**src/rtl/mem_port_arbiter_pkg.sv**
```systemverilog
// ---------------------------------------------------------------------------
// mem_port_arbiter_pkg
//   Shared types for the memory port arbiter.
//   - state_e : arbiter FSM states (idle, instruction burst, data transaction)
//   - owner_e : which requester was served most recently
//   - pick_instr() : round-robin tie-break used when leaving IDLE
// ---------------------------------------------------------------------------
package mem_port_arbiter_pkg;

  typedef enum logic [1:0] {
    ST_IDLE   = 2'd0,
    ST_BUSY_I = 2'd1,
    ST_BUSY_D = 2'd2
  } state_e;

  typedef enum logic {
    OWNER_INSTR = 1'b0,
    OWNER_DATA  = 1'b1
  } owner_e;

  // Instruction side wins if it is the only requester, or if both request
  // and the data side was served last.
  function automatic logic pick_instr(input logic ireq, input logic dreq,
                                      input owner_e last);
    return ireq && (!dreq || (last == OWNER_DATA));
  endfunction

endpackage

```
**src/rtl/mem_port_arbiter_wrap_beat_counter.sv**
```systemverilog
// ---------------------------------------------------------------------------
// wrap_beat_counter
//   BEAT_W-bit beat counter for a line burst. Counts modulo BURST_LEN, so the
//   value can be added straight onto the critical-word offset to wrap within
//   the line.
//   Ports:
//     clk_i, rst_ni : clock, asynchronous active-low reset
//     clr_i         : synchronous clear to 0 (wins over en_i)
//     en_i          : advance by one beat
//     cnt_o         : current beat index
//     last_o        : cnt_o is the final beat of the line
// ---------------------------------------------------------------------------
module wrap_beat_counter #(
  parameter int BURST_LEN = 4,
  parameter int BEAT_W    = $clog2(BURST_LEN)
) (
  input  logic              clk_i,
  input  logic              rst_ni,
  input  logic              clr_i,
  input  logic              en_i,
  output logic [BEAT_W-1:0] cnt_o,
  output logic              last_o
);

  logic [BEAT_W-1:0] cnt_reg;
  logic [BEAT_W-1:0] cnt_next;

  always_comb begin
    cnt_next = cnt_reg;
    if (clr_i) begin
      cnt_next = '0;
    end else if (en_i) begin
      // BURST_LEN is a power of two, so natural overflow is the wrap.
      cnt_next = cnt_reg + BEAT_W'(1);
    end
  end

  always_ff @(posedge clk_i or negedge rst_ni) begin
    if (!rst_ni) begin
      cnt_reg <= '0;
    end else begin
      cnt_reg <= cnt_next;
    end
  end

  assign cnt_o  = cnt_reg;
  // All-ones is BURST_LEN-1 for a power-of-two line length.
  assign last_o = &cnt_reg;

endmodule

```
**src/rtl/mem_port_arbiter.sv**
```systemverilog
// ---------------------------------------------------------------------------
// mem_port_arbiter
//   Shares one external memory port between the instruction-cache refill path
//   and the data-cache path, one transaction at a time, round-robin.
//   Instruction refills and data reads are wrapping line bursts (critical word
//   first); data writes are single beats. Every output is driven from
//   registers, none combinationally from a request input.
//   Ports:
//     clk_i, rst_ni            : clock, asynchronous active-low reset
//     ireq_i, iaddr_i          : refill request / critical word address
//     igrant_o                 : instruction side owns the port
//     irdata_o, irvalid_o      : refill beat data (one cycle after mem ack)
//     idone_o                  : pulse with the last refill beat
//     dreq_i, dwe_i, daddr_i,
//     dwdata_i                 : data request, write flag, address, write data
//     dgrant_o                 : data side owns the port
//     drdata_o, drvalid_o      : read beat data (one cycle after mem ack)
//     ddone_o                  : pulse with the final beat / after write ack
//     mem_req_o, mem_we_o,
//     mem_addr_o, mem_wdata_o  : beat request to memory
//     mem_ack_i, mem_rdata_i   : beat completion and read data (same cycle)
// ---------------------------------------------------------------------------
module mem_port_arbiter
  import mem_port_arbiter_pkg::*;
#(
  parameter int ADDR_WIDTH = 30,
  parameter int DATA_WIDTH = 32,
  parameter int BURST_LEN  = 4,
  parameter int BEAT_W     = $clog2(BURST_LEN)
) (
  input  logic                  clk_i,
  input  logic                  rst_ni,
  // instruction refill side
  input  logic                  ireq_i,
  input  logic [ADDR_WIDTH-1:0] iaddr_i,
  output logic                  igrant_o,
  output logic [DATA_WIDTH-1:0] irdata_o,
  output logic                  irvalid_o,
  output logic                  idone_o,
  // data side
  input  logic                  dreq_i,
  input  logic                  dwe_i,
  input  logic [ADDR_WIDTH-1:0] daddr_i,
  input  logic [DATA_WIDTH-1:0] dwdata_i,
  output logic                  dgrant_o,
  output logic [DATA_WIDTH-1:0] drdata_o,
  output logic                  drvalid_o,
  output logic                  ddone_o,
  // memory port
  output logic                  mem_req_o,
  output logic                  mem_we_o,
  output logic [ADDR_WIDTH-1:0] mem_addr_o,
  output logic [DATA_WIDTH-1:0] mem_wdata_o,
  input  logic                  mem_ack_i,
  input  logic [DATA_WIDTH-1:0] mem_rdata_i
);

  state_e                state_reg;
  owner_e                last_reg;
  logic [ADDR_WIDTH-1:0] addr_reg;
  logic                  we_reg;
  logic [DATA_WIDTH-1:0] wdata_reg;
  logic [DATA_WIDTH-1:0] irdata_reg;
  logic [DATA_WIDTH-1:0] drdata_reg;
  logic                  irvalid_reg;
  logic                  drvalid_reg;
  logic                  idone_reg;
  logic                  ddone_reg;

  logic                  busy;
  logic                  cnt_clr;
  logic                  cnt_en;
  logic [BEAT_W-1:0]     cnt;
  logic                  cnt_last;
  logic [BEAT_W-1:0]     beat_offset;

  // -------------------------------------------------------------------------
  // Beat counter: held at zero while idle, advances on each acked beat.
  // Stray acks in IDLE therefore leave it untouched.
  // -------------------------------------------------------------------------
  assign busy    = (state_reg != ST_IDLE);
  assign cnt_clr = !busy;
  assign cnt_en  = busy && mem_ack_i;

  wrap_beat_counter #(
    .BURST_LEN (BURST_LEN),
    .BEAT_W    (BEAT_W)
  ) u_beat_cnt (
    .clk_i  (clk_i),
    .rst_ni (rst_ni),
    .clr_i  (cnt_clr),
    .en_i   (cnt_en),
    .cnt_o  (cnt),
    .last_o (cnt_last)
  );

  // -------------------------------------------------------------------------
  // Arbitration FSM. One bubble cycle in IDLE always separates transactions,
  // and that is the only cycle in which requests are looked at.
  // -------------------------------------------------------------------------
  always_ff @(posedge clk_i or negedge rst_ni) begin
    if (!rst_ni) begin
      state_reg   <= ST_IDLE;
      last_reg    <= OWNER_DATA;
      addr_reg    <= '0;
      we_reg      <= 1'b0;
      wdata_reg   <= '0;
      irdata_reg  <= '0;
      drdata_reg  <= '0;
      irvalid_reg <= 1'b0;
      drvalid_reg <= 1'b0;
      idone_reg   <= 1'b0;
      ddone_reg   <= 1'b0;
    end else begin
      // valid/done are single-cycle pulses
      irvalid_reg <= 1'b0;
      drvalid_reg <= 1'b0;
      idone_reg   <= 1'b0;
      ddone_reg   <= 1'b0;

      unique case (state_reg)
        ST_IDLE: begin
          if (pick_instr(ireq_i, dreq_i, last_reg)) begin
            state_reg <= ST_BUSY_I;
            last_reg  <= OWNER_INSTR;
            addr_reg  <= iaddr_i;
            we_reg    <= 1'b0;
            wdata_reg <= '0;
          end else if (dreq_i) begin
            state_reg <= ST_BUSY_D;
            last_reg  <= OWNER_DATA;
            addr_reg  <= daddr_i;
            we_reg    <= dwe_i;
            wdata_reg <= dwdata_i;
          end
        end

        ST_BUSY_I: begin
          if (mem_ack_i) begin
            irvalid_reg <= 1'b1;
            irdata_reg  <= mem_rdata_i;
            if (cnt_last) begin
              idone_reg <= 1'b1;
              state_reg <= ST_IDLE;
            end
          end
        end

        ST_BUSY_D: begin
          if (mem_ack_i) begin
            if (we_reg) begin
              // single-beat write: done one cycle after its ack, no rvalid
              ddone_reg <= 1'b1;
              state_reg <= ST_IDLE;
            end else begin
              drvalid_reg <= 1'b1;
              drdata_reg  <= mem_rdata_i;
              if (cnt_last) begin
                ddone_reg <= 1'b1;
                state_reg <= ST_IDLE;
              end
            end
          end
        end

        default: begin
          state_reg <= ST_IDLE;
        end
      endcase
    end
  end

  // -------------------------------------------------------------------------
  // Memory-side outputs, decoded from registered state only. The low address
  // field adds the beat index modulo BURST_LEN so bursts wrap in the line.
  // -------------------------------------------------------------------------
  assign beat_offset = addr_reg[BEAT_W-1:0] + cnt;

  assign mem_req_o   = busy;
  assign mem_we_o    = (state_reg == ST_BUSY_D) && we_reg;
  assign mem_addr_o  = {addr_reg[ADDR_WIDTH-1:BEAT_W], beat_offset};
  assign mem_wdata_o = wdata_reg;

  assign igrant_o    = (state_reg == ST_BUSY_I);
  assign dgrant_o    = (state_reg == ST_BUSY_D);
  assign irdata_o    = irdata_reg;
  assign irvalid_o   = irvalid_reg;
  assign idone_o     = idone_reg;
  assign drdata_o    = drdata_reg;
  assign drvalid_o   = drvalid_reg;
  assign ddone_o     = ddone_reg;

endmodule

```
**config.mk**
```make
export PLATFORM = sky130hd
export DESIGN_NAME = mem_port_arbiter
export DESIGN_NICKNAME = d
export VERILOG_FILES = /design/src/rtl/mem_port_arbiter_pkg.sv /design/src/rtl/mem_port_arbiter_wrap_beat_counter.sv /design/src/rtl/mem_port_arbiter.sv
export SDC_FILE = /design/constraint.sdc
export NUM_CORES = 1
export LEC_CHECK = 0
export ABC_AREA = 1
export CAP_MARGIN = 20
export CORE_MARGIN = 8
export CORE_UTILIZATION = 45
export DETAILED_ROUTE_END_ITERATION = 7
export DONT_BUFFER_PORTS = 1
export PLACE_DENSITY = 0.59
export SETUP_SLACK_MARGIN = 0.3
export SKIP_LAST_GASP = 1
export SLEW_MARGIN = 20
export SYNTH_ARGS = -nofsm -noshare
export SYNTH_HDL_FRONTEND = slang
export SYNTH_SLANG_ARGS = --single-unit
```
**constraint.sdc**
```tcl
create_clock -name clk_i -period 2.3 [get_ports clk_i]
set_clock_uncertainty 0.1 [all_clocks]
set_input_delay 0.46 -clock clk_i [delete_from_list [all_inputs] [get_ports clk_i]]
set_output_delay 0.46 -clock clk_i [all_outputs]
set_load 0.01 [all_outputs]
```
Word-level counts from Yosys, hierarchy flattened
Index checks and enable logic that the tools add are counted.
- add/sub/neg operators: 2
- bitwise operators: 1
- equality and inequality tests: 6
- reduce and logical (&&, ||, !) cells: 13
- mux-type cells: 28
- operator list (cell ; number):
    32-bit two-way mux ; 2
    30-bit two-way mux ; 2
    2-bit two-way mux ; 8
    1-bit two-way mux ; 15
    2-bit by 1-bit inequality test with 1-bit output (second input constant) ; 3
    2-bit case mux with 3 select lines ; 1
    2-bit AND reduction ; 3
    3-bit AND reduction ; 2
    2-bit nonzero test ; 2
    1-bit logical AND ; 3
    3-bit inequality test (second input constant) ; 1
    2-bit by 1-bit adder with 2-bit output (second input constant) ; 1
    2-bit adder ; 1
    2-bit by 1-bit == test with 1-bit output (second input constant) ; 1
    2-bit == test (second input constant) ; 1
    2-bit zero test ; 1
    1-bit zero test ; 1
    1-bit logical OR ; 1
    1-bit NOT ; 1
- logic and storage cells: 62
- flip-flop bits (word level): 136

Longest topological paths before layout
Gate-level depths: netlist of run 1.
- depth after elaboration: 5
- mapped depth: 8

Cells and area by module
Synthesis of run 1 repeated with hierarchy kept, for this count alone.
- cell total of the unflattened synthesis: 700
- area, all modules: 6018.3 um2
- modules (own cells, without submodules) (module ; area an instance (um2) ; times used ; cells each):
    mem_port_arbiter ; 5920.7 ; 1 ; 688
    wrap_beat_counter ; 97.6 ; 1 ; 12

Least setup slack after synthesis of run 1
OpenSTA, ideal clock, no wires.
- path kind: input to register
- start point: input ireq_i
- end point: register wdata_reg[10], in the netlist mem_wdata_o[10]
- path slack: 879 ps
- data required time: 2135 ps
- stages: 5
- path buffers: 2
- arrival: 1256 ps
- cells stage by stage: buf_2 -> o21ai_2 -> buf_4 -> nand2_1 -> nand2_1
- longest elaborated chain between the ends: 3
- RTL lines (item ; RTL line ; source):
    start, declared ; mem_port_arbiter.sv:34 ; input logic ireq_i,
    1-bit logical AND * ; mem_port_arbiter_pkg.sv:25 ; return ireq && (!dreq || (last == OWNER_DATA));
    2-bit nonzero test (no source line) ; - ;
    2-bit AND reduction (no source line) ; - ;
    end signal, assigned ; mem_port_arbiter.sv:134 ; wdata_reg <= dwdata_i;
    end, declared ; mem_port_arbiter.sv:62 ; logic [DATA_WIDTH-1:0] wdata_reg;
Every way passes the cells marked *; elsewhere a longest branch is shown, timed or not.
A chain may end at the register's enable or synchronous reset.

Worst setup path after layout of run 1
- start point: register u_beat_cnt.cnt_reg[0], in the netlist u_beat_cnt.cnt_o[0]
- end point: output mem_addr_o[1]
- longest elaborated chain between the ends: 1
- RTL lines (item ; RTL line ; source):
    start, declared ; mem_port_arbiter_wrap_beat_counter.sv:25 ; logic [BEAT_W-1:0] cnt_reg;
    start signal, assigned ; mem_port_arbiter_wrap_beat_counter.sv:42 ; cnt_reg <= cnt_next;
    2-bit adder ; mem_port_arbiter.sv:177 ; assign beat_offset = addr_reg[BEAT_W-1:0] + cnt;
    end, declared ; mem_port_arbiter.sv:52 ; output logic [ADDR_WIDTH-1:0] mem_addr_o,
No other way between the ends.

==> results of run 1 <==
## worst min path at each step
stage,slack [ns],endpoint,depth (start not counted),startpoint
detailed placement,0.07,drdata_o[10],0,rst_ni
CTS,-0.38,drdata_o[10],0,rst_ni
global route,-0.39,drdata_o[7],0,rst_ni
floorplan,0.06,addr_reg[0],0,rst_ni
global placement,0.07,drdata_o[10],0,rst_ni
finish,-0.36,drdata_o[10],0,rst_ni
## metal layers
| metal | up-vias | track usage [%] | share of wire, % |
|---|---|---|---|
| met5 | - | 0 | 0 |
| met4 | 0 | 7.05 | 1.4 |
| met3 | 18 | 9.38 | 12 |
| met2 | 191 | 26.6 | 47 |
| met1 | 1959 | 19.6 | 39 |
| li1 | 2062 | - | - |
## worst max-delay path: stages (launching register included)
cell,delay [ns]
dfrtp_1,0.41
ha_1,0.22
xnor2_2,0.31
## layout make-up
| class | count | area share [%] |
|---|---|---|
| clock buffer | 22 | 7.09 |
| clock inverter | 10 | 2.49 |
| inverter | 71 | 3.98 |
| multi-input combinational | 418 | 30.7 |
| sequential | 136 | 50.9 |
| tap | 180 | 3.37 |
| timing repair buffer | 6 | 1.42 |
## kinds of logic (layout without fill, tap and decap cells)
| logic type | after synthesis | count (layout) | synth area share [%] |
|---|---|---|---|
| flip-flops | 136 | 136 | 54.8 |
| XOR/XNOR | 3 | 3 | 0.423 |
| AND/OR/NAND/NOR | 345 | 345 | 24.4 |
| adder cells (fa/ha/maj) | 2 | 2 | 0.403 |
| buffers and inverters | 140 | 109 | 12.6 |
| AO/OA/AOI/OAI | 68 | 68 | 7.41 |
## stage by stage
step | setup WS (ns) | util [%] | power, mW
after floorplan | 0.879 | - | 6.99
after global placement | 0.645 | 44.1 | 7.23
after detailed placement | 0.574 | 44.1 | 7.35
after CTS | 0.305 | 48.9 | 10.3
after global routing | 0.318 | 49.0 | 10.9
final | 0.396 | 49.0 | 10.2
## power breakdown
group | leakage, nW | switching, mW | internal (mW)
clock network | 0.307 | 0.991 | 1.91
registers | 1.71 | 1.37 | 3.47
logic | 1.49 | 1.53 | 0.909
## cell usage after synthesis, drive strengths merged
cell type,instances
ha,2
nand3b,30
o21ai,67
dfrtp,135
inv,71
nor2,9
xnor2,3
dfstp,1
a21oi,1
buf,59
nor3,1
clkbuf,10
nand2,240
nand3,65
## repair_timing
item,4_1_cts,5_1_grt
hold endpoints to repair,136,136
cloned,0,0
pin swaps,0,1
gates resized for setup,2,3
endpoints found under the setup margin,2,1
==> summary.txt, run 1 <==
Worst setup path
  – Setup CP Type: register to output port
  – FF-to-FF Start: state_reg[1]
  – R2R cell count: 5
  – Worst EP arrival: 1.34 ns
  – Worst r2r dst: mem_wdata_o[26]
  – Worst Path Required: 1.74 ns
  – Worst Path Max Fanout: 3
  – Element type at the critical path start: register
  – Reg-to-reg slack, setup: 0.60 ns
  – Worst Setup EP: mem_addr_o[1]
  – CP startpoint: u_beat_cnt.cnt_o[0]
  – Crit. End Element: output port

Timing
  – Slew HR: 55.0%
  – Setup_tns: 0 ns
  – Worst Tran Pin Value: 0.675 ns
  – Final Cycle Share: 82.8%
  – Tmin final: 1.90 ns
  – RSZ-0062 raised after global routing: no
  – Final hold vios: 136
  – Count of final max-slew check failures: 0
  – Fmax: 525 MHz
  – Count of final setup violators: 0
  – Min Hold Slack: -0.362 ns

Power and ir drop
  – Static leakage: 3.50 nW
  – Peak VDD IR: 0.651 mV
  – Power density cells: 1520 nW/um2

Logic synthesis
  – Top cells by area, synth: dfrtp_1 (54%), nand2_1 (14%), nand3_1 (5.2%)
  – Average size of a mapped cell: 8.96 um2
  – Count of warnings emitted by yosys: 0
  – Distinct cells, synth: 23
  – Post-synthesis register bit count: 136
  – Syn nets: 826
  – Synth Cell Area: 6220 um2
  – Top-area cell type share of the netlist area: 54.3%
  – Mapped Cells: 694
  – Register area share after synthesis: 54.8%
  – Post-synth top area cell: dfrtp_1

GRT
  – Global-route wire length before repair: 24.2 mm
  – Initial antenna violation count: 0
  – Number of global-route vias before repair: 4424
  – Largest net degree at the start of global routing: 137
  – GRT Residual Overflow: 0
  – GRT Total Usage: 17.3%

Layout
  – Final instance area: 6690 um2
  – Layout cell share with drive strength beyond 1: 12.2%
  – Layout area overhead: 7.63%
  – Nets: 782
  – Non-filler cells, final: 843
  – Area of the multi-input gates: 2060 um2
  – Fillcell total: 1293
  – Commonest cells after routing, fill and taps aside: nand2_1 (238), dfrtp_1 (134), inv_1 (68)
  – Antenna Cells: 0
  – Commonest non-fill, non-tap cell in the layout: nand2_1
  – Register area: 3410 um2

Place
  – Inst Count DP: 811
  – DP HPWL: 11.1 mm
  – Routability Congestion: 0.829
  – Port-buffer cells: 0
  – Area after DPL: 6030 um2

Clock tree
  – Post-CTS Setup Bufs: 0
  – Clk sinks: 136
  – Root Buffer: clkbuf_16
  – Clock slew at reported path FFs: 0.06 ns
  – CTS Buf Count: 17
  – CTS tree: built
  – Clock Latency Late Sink: 0.41 ns
  – CTS Buffer Depth: 2
  – H-tree Lvls: 4

Min path
  – Hold crit path type: primary input to async pin

Floorplanning
  – Cell row count: 43
  – CORE AREA: 13700 um2
  – DIE AREA: 17800 um2
  – Die width: 134 um
  – IO Count: 264
  – Die H: 134 um
  – Initial Util: 45.5%

Routing
  – Drt via density: 5.02
  – Post-Route WL: 15.4 mm
  – Drt drc: 0
  – Routed len/inst: 18.2 um
  – Routed via count: 4230
  – Initial DRT Pass Iterations: 4
  – Starting DRC count in detailed routing: 249
  – Post-route ant nets: 0

Run status
  – Violated checks: negative hold slack
  – Outcome: finished, violations left

Flow run
  – Max-cap viol count: 0
(Power assumes the default switching activity.)
==> run 2, diff against run 1 <==
==> constraint.sdc (replaced) <==
create_clock -name clk_i -period 1.85 [get_ports clk_i]
set_clock_uncertainty 0.1 [all_clocks]
set_input_delay 0.37 -clock clk_i [delete_from_list [all_inputs] [get_ports clk_i]]
set_output_delay 0.37 -clock clk_i [all_outputs]
set_load 0.01 [all_outputs]
==> run 2 against run 1 <==
The flow still finishes with violations (negative hold slack); sequential share of layout area down 6.2 points; core utilization up 6.8 points; global-route usage grew 0.69 points; die area stayed put; first-iteration DRC count is 10% higher; sequential cell count is the same; critical endpoint unchanged.
==> summary.txt, run 2 (synthesis gave the netlist of run 1 again) <==
Run status
  – Outcome: finished, violations left
  – Violated checks: negative hold slack

Floorplanning
  – Die H: 134 um
  – Cell row count: 43
  – Die width: 134 um
  – IO Count: 264
  – Initial Util: 45.5%
  – CORE AREA: 13700 um2
  – DIE AREA: 17800 um2

Timing
  – Count of final setup violators: 0
  – Tmin final: 1.76 ns
  – Final Cycle Share: 95.2%
  – Slew HR: 68.9%
  – Count of final max-slew check failures: 0
  – RSZ-0062 raised after global routing: yes
  – Min Hold Slack: -0.445 ns
  – Worst Tran Pin Value: 0.465 ns
  – Final hold vios: 136
  – Fmax: 568 MHz

Layout
  – Post-route core utilization: 55.8%
  – Fillcell total: 1176
  – Final instance area: 7620 um2
  – Nets: 854
  – Commonest cells after routing, fill and taps aside: nand2_1 (237), dfrtp_1 (135), inv_1 (68)
  – Antenna Cells: 0
  – Area of the multi-input gates: 2110 um2
  – Layout area overhead: 22.6%
  – Layout cell share with drive strength beyond 1: 15.8%
  – Register area: 3400 um2
  – Commonest non-fill, non-tap cell in the layout: nand2_1

Place
  – Port-buffer cells: 0
  – Area after DPL: 6070 um2
  – Routability Congestion: 0.804
  – DP HPWL: 11.1 mm

Routing
  – Drt drc: 0
  – Starting DRC count in detailed routing: 275
  – Post-Route WL: 18.7 mm
  – Routed via count: 4740
  – Initial DRT Pass Iterations: 5
  – Post-route ant nets: 0
  – Routed len/inst: 20.5 um
  – Drt via density: 5.18

Worst setup path
  – Element type at the critical path start: register
  – Worst Path Max Fanout: 2
  – Setup CP Type: register to output port
  – Worst EP arrival: 1.29 ns
  – Slowest cell on crit path: dfrtp_1
  – Worst Path Required: 1.38 ns
  – Critical-path cell list: ha_4 > xnor2_1 > buf_4
  – Crit. End Element: output port
  – Critical Path Max Stage Delay: 0.41 ns
  – Largest delay contributor family on the critical path: flip-flops
  – CP Buf/Inv Count: 1

Power and ir drop
  – Peak VDD IR: 0.865 mV
  – Total power: 13.8 mW
  – Power density cells: 1810 nW/um2
  – Static leakage: 3.94 nW

Clock tree
  – CTS Buffer Depth: 2
  – Clock slew at reported path FFs: 0.05 ns
  – H-tree Lvls: 4
  – CTS Buf Count: 17
  – Root Buffer: clkbuf_16
  – Clk sinks: 136
  – Clock Latency Late Sink: 0.41 ns
  – Hold-fix buffer count after cts: 37
  – CTS tree: built

GRT
  – Initial antenna violation count: 0
  – GRT Residual Overflow: 0
  – Largest net degree at the start of global routing: 137
  – GRT Total Usage: 17.9%
  – Number of global-route vias before repair: 4615
  – Global-route wire length before repair: 25.2 mm

Flow run
  – Max-cap viol count: 0

Min path
  – Hold crit path type: primary input to async pin
run 2: changes by cell type in the layout (fill, tap and decap cells not counted), moves of 5 or more:
cell / delta
dlygate4sd3_1: +37
clkbuf_16: +13
buf_4: +7
buf_6: +7
o21ai_0: -5
run 2: worst paths after layout:
check	startpoint	end	slack (ns)	cells after the start
max in group asynchronous	rst_ni	last_reg	1.73	0
hold / removal	rst_ni	drdata_o[10]	-0.44	0
min in group clk_i	mem_rdata_i[31]	drdata_o[31]	0.02	2
hold reg to reg	addr_reg[1]	addr_reg[1]	0.42	2
setup / recovery	addr_reg[0]	mem_addr_o[1]	0.09	3
setup reg to reg	state_reg[0]	mem_wdata_o[12]	0.20	9
run 2: what timing repair did:
action | 4_1_cts | 5_1_grt
pin swaps | 4 | 9
resized for setup | 11 | 21
endpoints found under the hold margin | 174 | 136
setup buffers | 4 | 7
setup endpoints to repair | 19 | 75
cloned | 1 | 20
run 2: routing by layer:
| metal | vias up | share of wire, % | track usage (%) |
|---|---|---|---|
| li1 | 2208 | - | - |
| met1 | 2276 | 38 | 20.4 |
| met2 | 229 | 50 | 28.4 |
| met3 | 27 | 11 | 9.45 |
| met4 | 0 | 1.4 | 5.99 |
| met5 | - | 0 | 0 |
run 2: stage by stage:
stage	hold WS, ns	setup WS (ns)	TNS [ns]	cells
4_1_cts	-0.465	0.0817	0	888
2_1_floorplan	-0.0256	0.483	0	694
5_1_grt	-0.478	-0.00586	-0.00586	915
3_3_place_gp	-0.0211	0.338	0	814
3_5_place_dp	-0.0216	0.290	0	814
6_report	-0.445	0.0896	0	915
run 2: cell type report:
cell class	count	share of cell area, %
Sequential cell	136	44.7
Inverter	71	3.56
Timing Repair Buffer	77	13.7
Clock buffer	24	6.19
Tap cell	180	2.95
Multi-Input combinational cell	419	27.6
Clock inverter	8	1.26
run 2: worst register-to-register path: stages (launching register included):
cell,delay [ns]
dfrtp_1,0.41
buf_4,0.15
buf_6,0.12
inv_6,0.06
nand2_4,0.08
nor2_4,0.17
buf_8,0.18
buf_12,0.13
nand3_1,0.10
nand2_1,0.10
run 2: report_power, final:
group / switching [mW] / internal [mW]
clock: 1.19 / 2.05
sequential: 1.69 / 4.32
combinational: 2.47 / 2.13
total: 5.35 / 8.49
==> run 3, diff against run 2 <==
--- a/config.mk
+++ b/config.mk
@@ -11,6 +11,7 @@
 export CORE_UTILIZATION = 45
 export DETAILED_ROUTE_END_ITERATION = 7
 export DONT_BUFFER_PORTS = 1
+export HOLD_SLACK_MARGIN = 0.05
 export PLACE_DENSITY = 0.59
 export SETUP_SLACK_MARGIN = 0.3
 export SKIP_LAST_GASP = 1
==> run 3 against run 2 <==
The flow still finishes with violations (negative hold slack); non-clock buffer count increased by 29; final cell count is 3.2% higher; sequential share of layout area decreased by 1.5 points; total power is essentially flat; register-to-register slack about the same; routed wire length up 1.8%; worst hold slack lost 0.0011 ns; clock power about the same; critical endpoint is now igrant_o.
==> summary.txt, run 3 (synthesis gave the netlist of run 1 again) <==
Worst setup path
  – Reg-to-reg slack, setup: 0.21 ns
  – Worst Path Max Fanout: 4
  – Worst r2r dst: irdata_o[2]
  – Setup CP Type: register to output port
  – R2R cell count: 8
  – Crit. End Element: output port
  – FF-to-FF Start: state_reg[0]
  – Slowest cell on crit path: dfrtp_1
  – Worst EP arrival: 1.30 ns
  – Critical Path Max Stage Delay: 0.40 ns
  – Worst Path Required: 1.38 ns
  – CP startpoint: state_reg[0]
  – Critical-path cell list: buf_4 > buf_6 > inv_6 > nor2_4
  – Element type at the critical path start: register
  – Worst Setup EP: igrant_o

Floorplanning
  – CORE AREA: 13700 um2
  – Die width: 134 um
  – DIE AREA: 17800 um2
  – Die H: 134 um
  – Cell row count: 43
  – IO Count: 264
  – Initial Util: 45.5%

Place
  – Port-buffer cells: 0
  – Inst Count DP: 814
  – DP HPWL: 11.1 mm
  – Routability Congestion: 0.804
  – Area after DPL: 6070 um2
  – DP Worst Slack: 0.290 ns

Power and ir drop
  – Peak VDD IR: 0.914 mV
  – Power density cells: 1750 nW/um2
  – Total power: 13.8 mW
  – Static leakage: 4.06 nW

Layout
  – Final instance area: 7890 um2
  – Commonest non-fill, non-tap cell in the layout: nand2_1
  – Layout cell share with drive strength beyond 1: 14.9%
  – Non-filler cells, final: 944
  – Commonest cells after routing, fill and taps aside: nand2_1 (237), dfrtp_1 (135), inv_1 (68)
  – Antenna Cells: 0
  – Layout area overhead: 26.9%
  – Nets: 883
  – Post-route core utilization: 57.7%
  – Fillcell total: 1129

Min path
  – Hold crit path type: primary input to async pin

Timing
  – PnR worst setup slack: 0.0782 ns
  – RSZ-0062 raised after global routing: yes
  – Final hold vios: 136
  – Count of final setup violators: 0
  – Setup_tns: 0 ns
  – Count of final max-slew check failures: 0
  – Slew HR: 62.4%
  – Min Hold Slack: -0.446 ns
  – Worst Tran Pin Value: 0.564 ns
  – Tmin final: 1.77 ns
  – Final Cycle Share: 95.8%
  – Fmax: 564 MHz

Routing
  – Drt drc: 0
  – Post-Route WL: 19.1 mm
  – Starting DRC count in detailed routing: 270
  – Routed via count: 4868
  – Post-route ant nets: 0
  – Initial DRT Pass Iterations: 4
  – Routed len/inst: 20.2 um
  – Drt via density: 5.16

Run status
  – Violated checks: negative hold slack
  – Outcome: finished, violations left

Clock tree
  – Root Buffer: clkbuf_16
  – Clock slew at reported path FFs: 0.05 ns
  – CTS tree: built
  – Clock Latency Late Sink: 0.41 ns
  – H-tree Lvls: 4
  – CTS Buf Count: 17
  – Clk sinks: 136
  – CTS Buffer Depth: 2
  – Hold-fix buffer count after cts: 66

GRT
  – Largest net degree at the start of global routing: 137
  – Number of global-route vias before repair: 4745
  – GRT Total Usage: 18.4%
  – GRT Residual Overflow: 0
  – Global-route wire length before repair: 26.0 mm
  – Initial antenna violation count: 0

Flow run
  – Max-cap viol count: 0
-- run 3: changes by cell type in the layout (fill, tap and decap cells not counted), sizes merged --
| cell | change |
|---|---|
| dlygate4sd3 | +29 |
-- run 3: worst min path at each step --
stage	to	slack, ns	depth (start not counted)
after floorplan	addr_reg[0]	-0.03	0
after global placement	drdata_o[10]	-0.02	0
after detailed placement	drdata_o[10]	-0.02	0
after CTS	addr_reg[7]	-0.46	0
after global routing	drdata_o[10]	-0.48	0
final	drdata_o[10]	-0.45	0
-- run 3: critical path, delay by kind of cell (launching register included) --
family	cells	cell delay, ns
flip-flops	1	0.40
buffers and inverters	3	0.29
AND/OR/NAND/NOR	1	0.20
-- run 3: where the power goes --
| part | internal [mW] | switching (mW) |
|---|---|---|
| Combinational | 2.14 | 2.45 |
| Clock | 2.05 | 1.19 |
| Sequential | 4.32 | 1.70 |
-- run 3: timing repair --
action / in CTS / in global routing
resized for setup: 11 / 17
pin swaps: 4 / 9
endpoints found under the setup margin: 19 / 77
hold endpoints to repair: 227 / 136
setup buffers: 4 / 7
gates cloned: 1 / 20
-- run 3: routing by layer --
metal	wire, um	global-route usage, %
met4	229	5.99
met3	1970	9.34
met2	9490	29.2
met5	0	0
met1	7370	21.2
-- run 3: final cells by class --
| cell class | instances | area (um2) | share of cell area, % |
|---|---|---|---|
| Clock buffer | 24 | 472 | 5.98 |
| Multi-Input combinational cell | 419 | 2090 | 26.5 |
| Clock inverter | 8 | 96.3 | 1.22 |
| Sequential cell | 136 | 3400 | 43.2 |
| Tap cell | 180 | 225 | 2.85 |
| Timing Repair Buffer | 106 | 1330 | 16.8 |
| Inverter | 71 | 272 | 3.44 |
